File: src/rtl/button_conditioner.sv
// Four-channel pushbutton conditioner: 2-flop synchronizer, per-channel debounce FSM,
// press pulse, sticky press flags cleared by the processor read strobe.
module button_conditioner #(
    parameter int unsigned DEBOUNCE_CYCLES = 16,
    parameter int unsigned CNT_W           = $clog2(DEBOUNCE_CYCLES)
) (
    input  logic       clock,
    input  logic       reset,
    input  logic [3:0] raw_buttons,
    input  logic       sticky_mode,
    input  logic       rd_strobe,
    output logic [3:0] buttons,
    output logic [3:0] press_pulse,
    output logic [3:0] pressed,
    output logic [3:0] data_out
);

    typedef enum logic [1:0] {STABLE0, WAIT1, STABLE1, WAIT0} state_t;

    localparam logic [CNT_W-1:0] CNT_LAST = CNT_W'(DEBOUNCE_CYCLES - 1);

    logic [3:0]       r_sync1;
    logic [3:0]       r_sync2;
    state_t           r_state [4];
    logic [CNT_W-1:0] r_cnt   [4];
    logic [3:0]       r_buttons;
    logic [3:0]       r_press_pulse;
    logic [3:0]       r_pressed;
    logic [3:0]       w_rise;
    logic             w_clear;

    // A rising acceptance drives the pulse and the sticky flag on the same edge as buttons.
    always_comb begin
        w_rise = '0;
        for (int unsigned i = 0; i < 4; i++) begin
            w_rise[i] = (r_state[i] == WAIT1) && r_sync2[i] && (r_cnt[i] == CNT_LAST);
        end
    end

    assign w_clear = rd_strobe && sticky_mode;

    always_ff @(posedge clock or posedge reset) begin
        if (reset) begin
            r_sync1 <= '0;
            r_sync2 <= '0;
        end else begin
            r_sync1 <= raw_buttons;
            r_sync2 <= r_sync1;
        end
    end

    always_ff @(posedge clock or posedge reset) begin
        if (reset) begin
            for (int unsigned i = 0; i < 4; i++) begin
                r_state[i] <= STABLE0;
                r_cnt[i]   <= '0;
            end
            r_buttons     <= '0;
            r_press_pulse <= '0;
            r_pressed     <= '0;
        end else begin
            for (int unsigned i = 0; i < 4; i++) begin
                case (r_state[i])
                    STABLE0: begin
                        if (r_sync2[i]) begin
                            r_state[i] <= WAIT1;
                            r_cnt[i]   <= '0;
                        end
                    end
                    WAIT1: begin
                        if (!r_sync2[i]) begin
                            r_state[i] <= STABLE0;
                            r_cnt[i]   <= '0;
                        end else if (r_cnt[i] == CNT_LAST) begin
                            r_state[i]   <= STABLE1;
                            r_cnt[i]     <= '0;
                            r_buttons[i] <= 1'b1;
                        end else begin
                            r_cnt[i] <= r_cnt[i] + CNT_W'(1);
                        end
                    end
                    STABLE1: begin
                        if (!r_sync2[i]) begin
                            r_state[i] <= WAIT0;
                            r_cnt[i]   <= '0;
                        end
                    end
                    WAIT0: begin
                        if (r_sync2[i]) begin
                            r_state[i] <= STABLE1;
                            r_cnt[i]   <= '0;
                        end else if (r_cnt[i] == CNT_LAST) begin
                            r_state[i]   <= STABLE0;
                            r_cnt[i]     <= '0;
                            r_buttons[i] <= 1'b0;
                        end else begin
                            r_cnt[i] <= r_cnt[i] + CNT_W'(1);
                        end
                    end
                    default: begin
                        r_state[i] <= STABLE0;
                        r_cnt[i]   <= '0;
                    end
                endcase
            end
            r_press_pulse <= w_rise;
            // Set wins over a simultaneous read-clear so no press is lost.
            r_pressed     <= (r_pressed & ~{4{w_clear}}) | w_rise;
        end
    end

    assign buttons     = r_buttons;
    assign press_pulse = r_press_pulse;
    assign pressed     = r_pressed;
    assign data_out    = sticky_mode ? r_pressed : r_buttons;

endmodule

File: config.mk
export PLATFORM = sky130hd
export DESIGN_NAME = button_conditioner
export DESIGN_NICKNAME = d
export VERILOG_FILES = /design/src/rtl/button_conditioner.sv
export SDC_FILE = /design/constraint.sdc
export NUM_CORES = 1
export LEC_CHECK = 0
export ABC_AREA = 1
export BUFFER_PORTS_ARGS = -buffer_cell sky130_fd_sc_hd__buf_2
export CAP_MARGIN = 10
export CORE_MARGIN = 3
export CORE_UTILIZATION = 60
export DETAILED_ROUTE_END_ITERATION = 10
export GPL_ROUTABILITY_DRIVEN = 0
export PLACE_DENSITY = 0.93
export SETUP_SLACK_MARGIN = 0.3
export SYNTH_ARGS = -nofsm -noshare
export SYNTH_HDL_FRONTEND = slang
export SYNTH_SLANG_ARGS = --single-unit
File: constraint.sdc
create_clock -name clock -period 2 [get_ports clock]
set_input_delay 0.2 -clock clock [delete_from_list [all_inputs] [get_ports clock]]
set_output_delay 0.2 -clock clock [all_outputs]
set_load 0.005 [all_outputs]
# == Word level (Yosys, flattened, before mapping) ==
# Cells that the tools add are included.
# W data, S select, Z words.
# totals
ff_bits,44
out_inout_bits,16
word_cells,173
# op_classes
add_sub_neg,4
eq_ne,48
muxes,73
bitwise_logic,3
reduce_logical,29
# ops
operator,count
$mux W4,21
$pmux W4 S4,4
$mux W2,24
$ne A2 B2 Y1 const B,20
$pmux W2 S4,4
$reduce_and A5 Y1,4
$add A4 B1 Y4 const B,4
$eq A2 B2 Y1 const B,8
$eq A4 B4 Y1 const B,4
$mux W1,16
$reduce_and A4 Y1,4
$ne A3 B2 Y1 const B,4
$ne A3 B3 Y1 const B,4
$logic_and A1 B1 Y1,9
$eq A2 B1 Y1 const B,4
$logic_not A2 Y1,4
$ne A2 B1 Y1 const B,4
$pmux W1 S2,4
$reduce_and A2 Y1,4
$reduce_bool A2 Y1,4
$and A4 B4 Y4,1
$not A4 Y4,1
$or A4 B4 Y4,1

# == Logic depth before layout (Yosys ltp) ==
# depth
depth_word,4
mapped_depth,7

# == Worst setup path after synthesis ==
# OpenSTA, ideal clock, no wires.
# synth_timing
path_kind,reg-to-reg
start,register r_cnt[8] (netlist bit)
end,"register r_buttons[1], in the netlist buttons[1]"
arrival_time_ps,986
required_ps,1877
path_slack_ps,891
stages_incl_launch_ff,7
synth_period_minus_slack_ps,1109
path_cell_list,dfrtp_1 > ha_1 > nand2_1 > nor2_4 > inv_1 > o21ai_0 > nand2_1
# synth_between
elab_chain_len,3
# synth_rtl
item,line,source
start: declaration,25,logic [CNT_W-1:0] r_cnt [4];
start signal: indexed assignment,79,r_cnt[i] <= r_cnt[i] + CNT_W'(1);
start signal: indexed assignment,97,r_cnt[i] <= r_cnt[i] + CNT_W'(1);
$eq A4 B4 Y1 (*),"74, 92",
$ne A2 B2 Y1 (no line) / $ne A2 B1 Y1 (equally long branches),n/a,
$reduce_and A5 Y1 (no line) (*),n/a,
end signal: assignment,58,r_buttons <= '0;
end signal: indexed assignment,77,r_buttons[i] <= 1'b1;
end signal: indexed assignment,95,r_buttons[i] <= 1'b0;
end: declaration,26,logic [3:0] r_buttons;
# Every way passes the cells marked *; elsewhere a longest branch is shown, timed or not.
# A chain may end at the register's enable or synchronous reset.

# == Final worst setup path ==
# layout_timing
start,"register r_buttons[2], in the netlist buttons[2]"
end,output data_out[2]
# layout_between
elab_chain_len,1
# layout_rtl
item,line,source
$mux W4,115,assign data_out = sticky_mode ? r_pressed : r_buttons;
end: declaration,15,output logic [3:0] data_out
# Every way passes these cells.

==> reports/results.ini <==
[status]
status=completed

[clock_tree]
tritoncts=done
worstSkewPairLatency_ps=360
cts.sinks=44
clock_path_buffers=2
clkTransAtPathRegs_ps=130
cts.repair.resized=0
cts-root-buf=clkbuf_4
h-tree-depth=2
cts_buffers=5

[grt]
grt_pass1_vias=1535
antenna_found_initial=0
grtUsageTotal=0.206
grt_pass1_wl_um=6400
grt_max_degree=45
overflow=0

[sta]
tightestPinTransition_ps=532
finalClockSkew_ps=14.4
fin_crit_ps=1270
finalHoldViolations=0
rsz0062_at_grt=false
tns_ps=0
fin_crit_sh=0.637
max-slew-margin-rel=0.645
fmax_ghz=0.785
finalSetupViolCount=0
maxSlewViolCount=0

[detailed_routing]
via_per_inst=5.06
num_vias=1573
wl_per_cell_um=11.6
wl_um=3600
drc=0
dr.first_iter.drc_count=115
ant_nets=0
first_pass_iters=4

[floorplan]
core_area_um2=3080
rows=20
io_pins=24
fp.dieH_um=63.2
die_w_um=63.2
die_area_um2=4000
start_util=0.638

[logic_synthesis]
synth_fp_nets=244
synth_edf_count=0
synth.most_common_cell=nand2_1
async_reset_ff_frac=1.00
ys_seq_area_frac=0.561
netlist_area_um2=1960
ys_top_cells_by_count=75 x nand2_1, 44 x dfrtp_1, 31 x inv_1, 19 x nand3_1, 13 x o21ai_0
synth_cell_types=20
synth_top_area_frac=0.561
synth_top_cell_by_area=dfrtp_1
ys_ff_latch=44
synth_ff_type=dfrtp_1
synthTopCellsByArea=dfrtp_1 56%, nand2_1 14%, inv_1 5.9%, nand3_1 4.8%, o21ai_0 3.3%
avgSynthCellArea_um2=8.47
synth.yosys.warnings=0
synth_cells=232

[pwr]
ir_drop_mv=0.502
switching_share=0.334
p_int_uw=1440
p_switching_uw=722
pwr-share-clk=0.251
leakage_uw=0.00126
p_seq_frac=0.534
powerDensity_nw_per_um2=955
power_frac_comb=0.215

[worst_setup_path]
cp_max_fo=3
end_kind=output pin
path_class=register to output pin
worstPathArrival_ps=1070
cp-start-kind=register
cp.required_ps=1800

[finish]
syn2layout_area_growth_pct=15.0
nets=278
fin_area_um2=2260
drive_gt1_frac=0.157
n_antenna_cell=0

[placement]
portBuffers=23
place_area_um2=2130
hpwl_um=2580

[job]
maxCapViolCount=0

[hold_path]
worstHoldPathType=primary input to register

## logic make-up after synthesis
family,after synthesis,synth area share
AOI/OAI and AO/OA,26,0.0662
buffers and inverters,36,0.0701
xor gates and xnor gates,4,0.0178
and+or+nand+nor,118,0.260
adders and majority gates,4,0.0255
DFF,44,0.561
## layout make-up
class                      instances  area [µm²]
timing repair buffer              29         173
multi-input combinational        152         726
tap                               44        55.1
fill                             235         820
clock buffer                       6        41.3
sequential                        44        1100
clock inverter                     2        35.0
inverter                          34         128
## per-layer routing
layer | vias to the layer above | global-route usage | wire length (µm)
li1 | 795 | - | -
met1 | 741 | 0.225 | 1490
met2 | 30 | 0.372 | 1880
met3 | 7 | 0.0535 | 145
met4 | 0 | 0.0943 | 80
met5 | - | 0 | 0
## worst max-delay path, stage by stage, from the launching register on
cell     delay (ps)
dfrtp_1         420
nor2_1          130
a21oi_1          50
buf_2           130
## metrics by stage
step	setup slack, ps	hold slack, ps	std cells	utilization	power [µW]
6_report	726	171	311	0.734	2160
5_1_grt	598	188	311	0.734	2320
4_1_cts	691	182	311	0.734	2180
3_5_place_dp	729	310	298	0.693	1630
3_3_place_gp	850	308	298	0.693	1590
2_1_floorplan	769	231	232	-	1500
## layout by cell type (no fill, tap or decap)
cell / count
nand4_1: 4
a21oi_1: 8
nand3_1: 19
nor2_1: 12
o21ai_1: 5
dfrtp_1: 44
nand2_2: 3
xor2_1: 1
nor2_2: 1
buf_4: 1
dlygate4sd3_1: 5
xnor2_1: 3
ha_1: 4
clkbuf_1: 1
nand2_1: 75
nor2_4: 2
nor3_2: 1
bufinv_16: 1
clkbuf_4: 5
or2_2: 1
clkinv_2: 1
buf_2: 23
o21ai_0: 13
inv_2: 3
inv_1: 31
## what timing repair did
action,in CTS,in global routing
hold buffers,5,0
hold endpoints to repair,48,0
setup buffers,0,0
setup endpoints to repair,0,0
## power groups by stage
stage	sequential [µW]	combinational (µW)	clock (µW)
2_1_floorplan	1120	376	0
3_3_place_gp	1150	435	0
3_5_place_dp	1170	458	0
4_1_cts	1150	470	560
5_1_grt	1180	544	595
6_report	1150	464	542
## state kept, by name, summed over array words and instances, names as in the netlist, named ones only
| name | cells |
|---|---|
| r_state | 4 |
| buttons | 4 |
| pressed | 4 |
| r_cnt | 16 |
| press_pulse | 4 |
| r_sync1 | 4 |
| r_sync2 | 4 |
## path summary, 6_finish.rpt
| path | slack [ps] | startpoint | end | cells after the start |
|---|---|---|---|---|
| setup / recovery | 730 | buttons[2]$_DFFE_PP0P_ | data_out[2] | 3 |
| hold / removal | 170 | rd_strobe | pressed[0]$_DFF_PP0_ | 4 |
| setup reg to reg | 730 | r_cnt[8]$_DFFE_PP0P_ | buttons[1]$_DFFE_PP0P_ | 6 |
| hold reg to reg | 360 | r_sync1[0]$_DFF_PP0_ | r_sync2[0]$_DFF_PP0_ | 0 |
| max in group asynchronous | 1120 | reset | press_pulse[2]$_DFF_PP0_ | 4 |
| min in group asynchronous | 510 | reset | r_sync1[1]$_DFF_PP0_ | 4 |
Power figures use the tool's default switching activity.
